`src/rtl/prod_accum_pkg.sv`:
```
`default_nettype none
// ============================================================================
// Module   : prod_accum_pkg
// Purpose  : Shared types and helpers for the product accumulator.
//            - state_t : FSM encoding (ACCUM collects products, HOLD presents
//                        the finished dot product)
//            - sext    : sign extension of a PROD_W-wide product to MAX_W bits
//            - ACC_MAX / ACC_MIN : signed extremes at MAX_W bits; a narrower
//                        accumulator derives its own limits by shifting these
//                        down (logical for MAX, arithmetic for MIN)
//            - cnt_w   : width of a counter that holds 0..n
// Revision : 1.0 - initial release
// ============================================================================
package prod_accum_pkg;

  // Widest accumulator the block supports.
  localparam int MAX_W = 48;

  localparam logic        [MAX_W-1:0] ACC_MAX = {1'b0, {(MAX_W-1){1'b1}}};
  localparam logic signed [MAX_W-1:0] ACC_MIN = {1'b1, {(MAX_W-1){1'b0}}};

  typedef enum logic [0:0] {
    ACCUM = 1'b0,
    HOLD  = 1'b1
  } state_t;

  // Counter width able to represent the values 0..n.
  function automatic int cnt_w(input int n);
    return $clog2(n + 1);
  endfunction

  // Sign-extend the low prod_w bits of prod to MAX_W bits: shift the sign bit
  // to the top, then arithmetic-shift back down.
  function automatic logic [MAX_W-1:0] sext(input logic [MAX_W-1:0] prod,
                                            input int unsigned     prod_w);
    logic signed [MAX_W-1:0] t;
    int unsigned             sh;
    sh = MAX_W - prod_w;
    t  = prod << sh;
    return t >>> sh;
  endfunction

endpackage
`default_nettype wire

```
`src/rtl/prod_accum_acc_add_ovf.sv`:
```
`default_nettype none
// ============================================================================
// Module   : acc_add_ovf
// Purpose  : Combinational ACC_W-bit signed adder with overflow detection.
//            Overflow: both operands share a sign and the result sign differs.
//            Optional macro PROD_ACCUM_SATURATE_EN clamps the sum to the
//            signed extreme in the direction of the operands on overflow;
//            otherwise the sum wraps modulo 2^ACC_W.
// Ports    : a, b  - addends (ACC_W, signed)
//            sum   - result (ACC_W, wrapped or clamped)
//            ovf   - signed overflow of a + b
// Revision : 1.0 - initial release
// ============================================================================
module acc_add_ovf
  import prod_accum_pkg::*;
#(
  parameter int ACC_W = 24
) (
  input  logic [ACC_W-1:0] a,
  input  logic [ACC_W-1:0] b,
  output logic [ACC_W-1:0] sum,
  output logic             ovf
);

  logic [ACC_W-1:0] w_raw;

  assign w_raw = a + b;
  assign ovf   = (a[ACC_W-1] == b[ACC_W-1]) && (w_raw[ACC_W-1] != a[ACC_W-1]);

`ifdef PROD_ACCUM_SATURATE_EN
  localparam logic [ACC_W-1:0] c_acc_max = ACC_W'(ACC_MAX >> (MAX_W - ACC_W));
  localparam logic [ACC_W-1:0] c_acc_min = ACC_W'(ACC_MIN >>> (MAX_W - ACC_W));

  // On overflow both operands have the sign of a, so it picks the rail.
  assign sum = ovf ? (a[ACC_W-1] ? c_acc_min : c_acc_max) : w_raw;
`else
  assign sum = w_raw;
`endif

endmodule
`default_nettype wire

```
`src/rtl/prod_accum.sv`:
```
`default_nettype none
// ============================================================================
// Module   : prod_accum
// Purpose  : Sums groups of N_TERMS signed products into a dot product and
//            holds the result, with a sticky per-group overflow flag, until
//            the downstream side accepts it.
// Ports    : clk, rst           - clock, asynchronous active-high reset
//            in_valid/in_ready  - product handshake (ready only in ACCUM)
//            in_prod            - PROD_W-bit signed product
//            out_valid/out_ready- result handshake (valid only in HOLD)
//            out_sum, out_ovf   - ACC_W-bit result and overflow flag
//            term_cnt           - products accepted in the current group
// Options  : PROD_ACCUM_SATURATE_EN - saturating instead of wrapping adds
// Revision : 1.0 - initial release
// ============================================================================
module prod_accum
  import prod_accum_pkg::*;
#(
  parameter int PROD_W  = 16,
  parameter int ACC_W   = 24,
  parameter int N_TERMS = 8
) (
  input  logic                         clk,
  input  logic                         rst,
  input  logic                         in_valid,
  output logic                         in_ready,
  input  logic [PROD_W-1:0]            in_prod,
  output logic                         out_valid,
  input  logic                         out_ready,
  output logic [ACC_W-1:0]             out_sum,
  output logic                         out_ovf,
  output logic [cnt_w(N_TERMS)-1:0]    term_cnt
);

  localparam int                 c_cnt_w = cnt_w(N_TERMS);
  localparam logic [c_cnt_w-1:0] c_last  = c_cnt_w'(N_TERMS - 1);
  localparam logic [c_cnt_w-1:0] c_one   = c_cnt_w'(1);

  state_t             r_state;
  state_t             w_state_nxt;
  logic [ACC_W-1:0]   r_acc;
  logic [c_cnt_w-1:0] r_term_cnt;
  logic               r_ovf;
  logic [ACC_W-1:0]   r_out_sum;
  logic               r_out_ovf;

  logic [ACC_W-1:0]   w_prod_ext;
  logic [ACC_W-1:0]   w_sum;
  logic               w_add_ovf;
  logic               w_accept;
  logic               w_last;

  assign w_prod_ext = ACC_W'(sext(MAX_W'(in_prod), PROD_W));

  acc_add_ovf #(
    .ACC_W (ACC_W)
  ) u_add (
    .a   (r_acc),
    .b   (w_prod_ext),
    .sum (w_sum),
    .ovf (w_add_ovf)
  );

  assign w_accept = in_valid & in_ready;
  assign w_last   = w_accept && (r_term_cnt == c_last);

  // --------------------------------------------------------------------------
  // FSM
  // --------------------------------------------------------------------------
  always_ff @(posedge clk or posedge rst) begin
    if (rst) begin
      r_state <= ACCUM;
    end else begin
      r_state <= w_state_nxt;
    end
  end

  always_comb begin
    w_state_nxt = r_state;
    in_ready    = 1'b0;
    out_valid   = 1'b0;
    case (r_state)
      ACCUM: begin
        in_ready = 1'b1;
        if (in_valid && (r_term_cnt == c_last)) begin
          w_state_nxt = HOLD;
        end
      end
      HOLD: begin
        out_valid = 1'b1;
        // Returning to ACCUM here means in_ready rises only on the next
        // cycle: no product is taken in the same cycle as the result.
        if (out_ready) begin
          w_state_nxt = ACCUM;
        end
      end
      default: w_state_nxt = ACCUM;
    endcase
  end

  // --------------------------------------------------------------------------
  // Accumulator, counter and result registers
  // --------------------------------------------------------------------------
  always_ff @(posedge clk or posedge rst) begin
    if (rst) begin
      r_acc      <= '0;
      r_term_cnt <= '0;
      r_ovf      <= 1'b0;
      r_out_sum  <= '0;
      r_out_ovf  <= 1'b0;
    end else if (w_accept) begin
      if (w_last) begin
        // Final term: capture the result and start the next group clean.
        r_out_sum  <= w_sum;
        r_out_ovf  <= r_ovf | w_add_ovf;
        r_acc      <= '0;
        r_term_cnt <= '0;
        r_ovf      <= 1'b0;
      end else begin
        r_acc      <= w_sum;
        r_term_cnt <= r_term_cnt + c_one;
        r_ovf      <= r_ovf | w_add_ovf;
      end
    end
  end

  assign out_sum  = r_out_sum;
  assign out_ovf  = r_out_ovf;
  assign term_cnt = r_term_cnt;

endmodule
`default_nettype wire

```
`config.mk`:
```
export PLATFORM = sky130hd
export DESIGN_NAME = prod_accum
export DESIGN_NICKNAME = d
export VERILOG_FILES = /design/src/rtl/prod_accum_pkg.sv /design/src/rtl/prod_accum_acc_add_ovf.sv /design/src/rtl/prod_accum.sv
export SDC_FILE = /design/constraint.sdc
export NUM_CORES = 1
export LEC_CHECK = 0
export CORE_MARGIN = 2
export CORE_UTILIZATION = 56
export CTS_BUF_LIST = sky130_fd_sc_hd__clkbuf_2
export DETAILED_ROUTE_END_ITERATION = 10
export PLACE_DENSITY_LB_ADDON = 0.2
export SETUP_SLACK_MARGIN = 0.4
export SYNTH_ARGS = -nofsm -noshare
export SYNTH_HDL_FRONTEND = slang
export SYNTH_SLANG_ARGS = --single-unit
```
`constraint.sdc`:
```
create_clock -name clk -period 3.4 [get_ports clk]
set_input_delay 0.34 -clock clk [delete_from_list [all_inputs] [get_ports clk]]
set_output_delay 0.34 -clock clk [all_outputs]
set_load 0.05 [all_outputs]
```
# After elaboration in Yosys (flattened, before gate mapping)
# Cells that the tools add are included.
# word_totals
output_inout_bits,31
ff_bits,55
inputBits,20
# op_classes
add_sub_neg,2
eq_ne,3
reduce_logical,4
bitwise,3
mux,8
# ops
op,count
adder 24 bit,1
two-way mux 24 bit,1
two-way mux 1 bit,5
"adder 4 x 1 -> 4 bit, second input constant",1
"== test 4 x 3 -> 1 bit, second input constant",1
two-way mux 4 bit,1
logical AND 1 bit,3
one-hot mux 1 bit (2 select lines),1
AND reduction 2 bit,1
bitwise AND 1 bit,1
== test 1 bit,1
!= test 1 bit,1
inverter 1 bit,1
OR 1 bit,1

# Longest topological paths before layout
# depth
depth_word,5
mapped_depth,9
mapped_depth_nobuf,9

# Hierarchy
# A second synthesis with hierarchy kept.
# hier_totals
hier_cells,356
area_unflattened_um2,3504.6
# by_module_without_submodules
module,n_inst,seq_area_each_um2,area_per_inst_um2,cells_per_inst
prod_accum,1,1376.3,2250.9,186
acc_add_ovf,1,0.0,1253.7,170

# Least setup slack after synthesis
# No wires, ideal clock.
# synth_path
kind,reg-to-reg
from,register r_acc[0]
to,register r_acc[22]
setup_ns,0.122
synth_period_minus_slack_ns,2.418
path_slack_ns,0.982
path_stages_with_launch,10
n_path_buf,0
arrival_time_ns,2.297
path_cell_list,dfrtp_1 -> ha_1 -> fa_1 -> a21o_1 -> a221oi_2 -> nor3_2 -> o21ai_2 -> a2111oi_4 -> or3_1 -> a32o_1
# synth_between
elab_chain_cells,2
# synth_rtl
element,line,source
start: declaration,prod_accum.sv:41,logic [ACC_W-1:0] r_acc;
start signal: assignment,prod_accum.sv:120,r_acc <= w_sum;
adder 24 bit,prod_accum_acc_add_ovf.sv:27,assign w_raw = a + b;
two-way mux 24 bit,prod_accum.sv:112,if (w_last) begin
# Every way passes these cells.
# A chain may end at the register's enable or synchronous reset.

# Final worst setup path
# layout_path
from,register r_acc[0]
to,"register r_out_sum[22], in the netlist out_sum[22]"
# layout_between
elab_chain_cells,1
# layout_rtl
element,line,source
adder 24 bit,prod_accum_acc_add_ovf.sv:27,
end signal: assignment,prod_accum.sv:114,r_out_sum <= w_sum;
end: declaration,prod_accum.sv:44,logic [ACC_W-1:0] r_out_sum;
# Every way passes these cells.

==> flow_summary.json <==
{
  "critPathMostFrequentCell": "nor2_1",
  "clk_latency_ps": 470,
  "required_ps": 3790,
  "place.gp.congestion": 0.8644,
  "cellPowerDensity_mw_per_mm2": 1113,
  "crit_chain": "ha_1 -> fa_1 -> a21o_1 -> a221o_2 -> a21oi_2 -> nor2_1 -> nor2_1 -> nor4_1 -> o32a_1",
  "worst_pin_slew_ps": 1320,
  "grt_pass1_vias": 2772,
  "cts_setup_buffers": 0,
  "via_count": 2923,
  "place_hpwl_mm": 6.126,
  "final_cell_mix": "nand2_1 (65), dfrtp_1 (55), clkdlybuf4s50_1 (50), o21ai_0 (25), ha_1 (24)",
  "grt_use_met2": 0.4298,
  "overflow": 0,
  "hold_viol": 0,
  "cts_buffer_depth": 2,
  "yosys.cell_types.count": 58,
  "die-area_mm2": 0.006776,
  "remaining_drc_errors": 0,
  "synth_fa_ha_area_frac": 0.09326,
  "regArea_mm2": 0.001376,
  "pin_count": 51,
  "grt_max_degree": 44,
  "cts_resized": 0,
  "start_util": 0.5801,
  "clock.fmax_ghz": 0.3759,
  "grt_use_met1": 0.3790,
  "ctsHtreeMaxLevel": 2,
  "slew_violations": 0,
  "diodes": 0,
  "fin_setup_tns_ps": 0,
  "drt_wl_total_mm": 8.393,
  "holdCritPathClass": "in2async",
  "skew_ps": 16.63,
  "power.leakage_nw": 1.805,
  "ir_drop_mv": 0.5940,
  "cts-buffers-inserted": 5,
  "cts_sinks": 55,
  "synth-seq-cells": 55,
  "cp_data_arrival_time_ps": 3050,
  "ys.flop_type": "dfrtp_1",
  "antenna_found_initial": 0,
  "row_count": 28,
  "critPathMaxFanout": 3,
  "outcome": "completed",
  "synth.mux.area_fraction": 0.02222,
  "nets": 460,
  "crit_family": "compound AO/OA/AOI/OAI gates",
  "fillers": 490,
  "synth_xor_xnor_area_share": 0.05574,
  "yosysWarnings": 0,
  "multi_input_comb_area_mm2": 0.001961,
  "slew_headroom": 0.1168,
  "synth_top_area_cell": "dfrtp_1",
  "cts_tree": "yes",
  "clk_pin_slew_ps": 270,
  "async_flop_share": 1.000,
  "avgSynthCellArea_um2": 9.283,
  "finalCritPeriodShare": 0.7824,
  "synth_top_family_by_area": "compound AO/OA/AOI/OAI gates",
  "crit_slowest_cell": "dfrtp_1",
  "power_mw": 4.523,
  "root_buffer": "clkbuf_2",
  "antenna_left": 0,
  "cp-end-kind": "flop",
  "layout_commonest_cell": "nand2_1",
  "seq_area_frac_synth": 0.4007,
  "grt_util_all_layers": 0.2657,
  "grt_first_pass_wirelength_mm": 13.63,
  "setup-violations-final": 0,
  "max_cap_viol_count": 0,
  "vias_per_cell": 5.965,
  "drt_iter0_drc": 136,
  "grt.busiest_layer": "met2",
  "hold_buffers": 0,
  "io_buffer_count": 50,
  "synth_compound_area_frac": 0.2350,
  "area_growth_syn_to_layout_pct": 18.36,
  "synth-simple-area-share": 0.1647,
  "slowest_delay_ps": 450,
  "synthCells": 370,
  "fin_crit_ps": 2660,
  "syn_area_mm2": 0.003435,
  "die_h_um": 82.32,
  "rsz0062_at_grt": "no",
  "cp_num_buf_inv": 0,
  "synth_edf_count": 0,
  "avgRoutedWirePerCell_um": 17.13,
  "drt-pass1-iter-count": 4,
  "synthTopCellsByArea": "dfrtp_1 (40%), ha_1 (8.7%), nand2_1 (7.1%)",
  "start_kind": "flop",
  "core_mm2": 0.005921,
  "grtUsageMet3": 0.03696,
  "drive_gt1_frac": 0.08434,
  "syn-num-nets": 415,
  "fp.dieW_um": 82.32,
  "crit_type": "reg2reg",
  "synth_top_area_frac": 0.4007
}
==> where the power goes <==
part | switching, mW | total, mW | internal [mW]
clock network | 0.214 | 0.333 | 0.120
logic | 1.87 | 3.01 | 1.14
registers | 0.214 | 1.18 | 0.970
total | 2.29 | 4.52 | 2.23
==> per-stage QoR <==
step / setup WS [ps] / util / cells / hold WS (ps) / area [um^2]
6_report: 739.9 / 0.6866 / 490 / 354.8 / 4065
5_1_grt: 636.3 / 0.6866 / 490 / 388.1 / 4065
4_1_cts: 776.2 / 0.6866 / 490 / 366.4 / 4065
3_5_place_dp: 365.5 / 0.6760 / 483 / 462.0 / 4003
3_3_place_gp: 383.2 / 0.6760 / 483 / 456.9 / 4003
2_1_floorplan: 981.9 / - / 370 / 436.4 / 3435
==> synthesized netlist by cell type, drive strengths merged, types with 8 or more instances <==
cell type,count
nand2,65
dfrtp,55
o21ai,32
a21oi,25
ha,24
nor2,18
clkbuf,16
xnor2,14
a22o,12
a21o,9
nand3,8
==> final cells by class <==
class	count	area share
Multi-Input combinational cell	290	0.4823
Clock buffer	5	0.006156
Sequential cell	55	0.3386
Clock inverter	2	0.009234
Tap cell	75	0.02308
Inverter	7	0.006464
Timing Repair Buffer	56	0.1342
==> path summary, 6_finish.rpt <==
check                                start           to  slack [ps]  cells after the start
worst max-delay path              r_acc[0]  out_sum[22]         740                      9
worst min-delay path                   rst  term_cnt[2]         350                      2
worst max register to register    r_acc[0]  out_sum[22]         740                      9
worst min register to register  out_sum[1]   out_sum[1]         510                      2
max in group asynchronous              rst   out_sum[8]        2330                      3
min in group clk                 out_ready      r_state         400                      2
==> cell families after synthesis <==
logic type / after synthesis
AO/OA/AOI/OAI: 114
adder cells (fa/ha/maj): 25
multiplexers: 7
buffers and inverters: 25
AND/OR/NAND/NOR: 123
flip-flops: 55
XOR/XNOR: 21
==> sequential cells by signal (all words and copies together), names as in the netlist <==
signal / count
out_sum: 24
r_acc: 24
term_cnt: 4
out_ovf: 1
r_ovf: 1
r_state: 1
==> layer usage <==
| layer | share of wire | vias to the layer above | routed length (um) |
|---|---|---|---|
| li1 | - | 1430 | - |
| met1 | 0.47 | 1392 | 3946 |
| met2 | 0.46 | 93 | 3878 |
| met3 | 0.058 | 8 | 483 |
| met4 | 0.010 | 0 | 85 |
| met5 | 0 | - | 0 |
(Power assumes the default switching activity.)
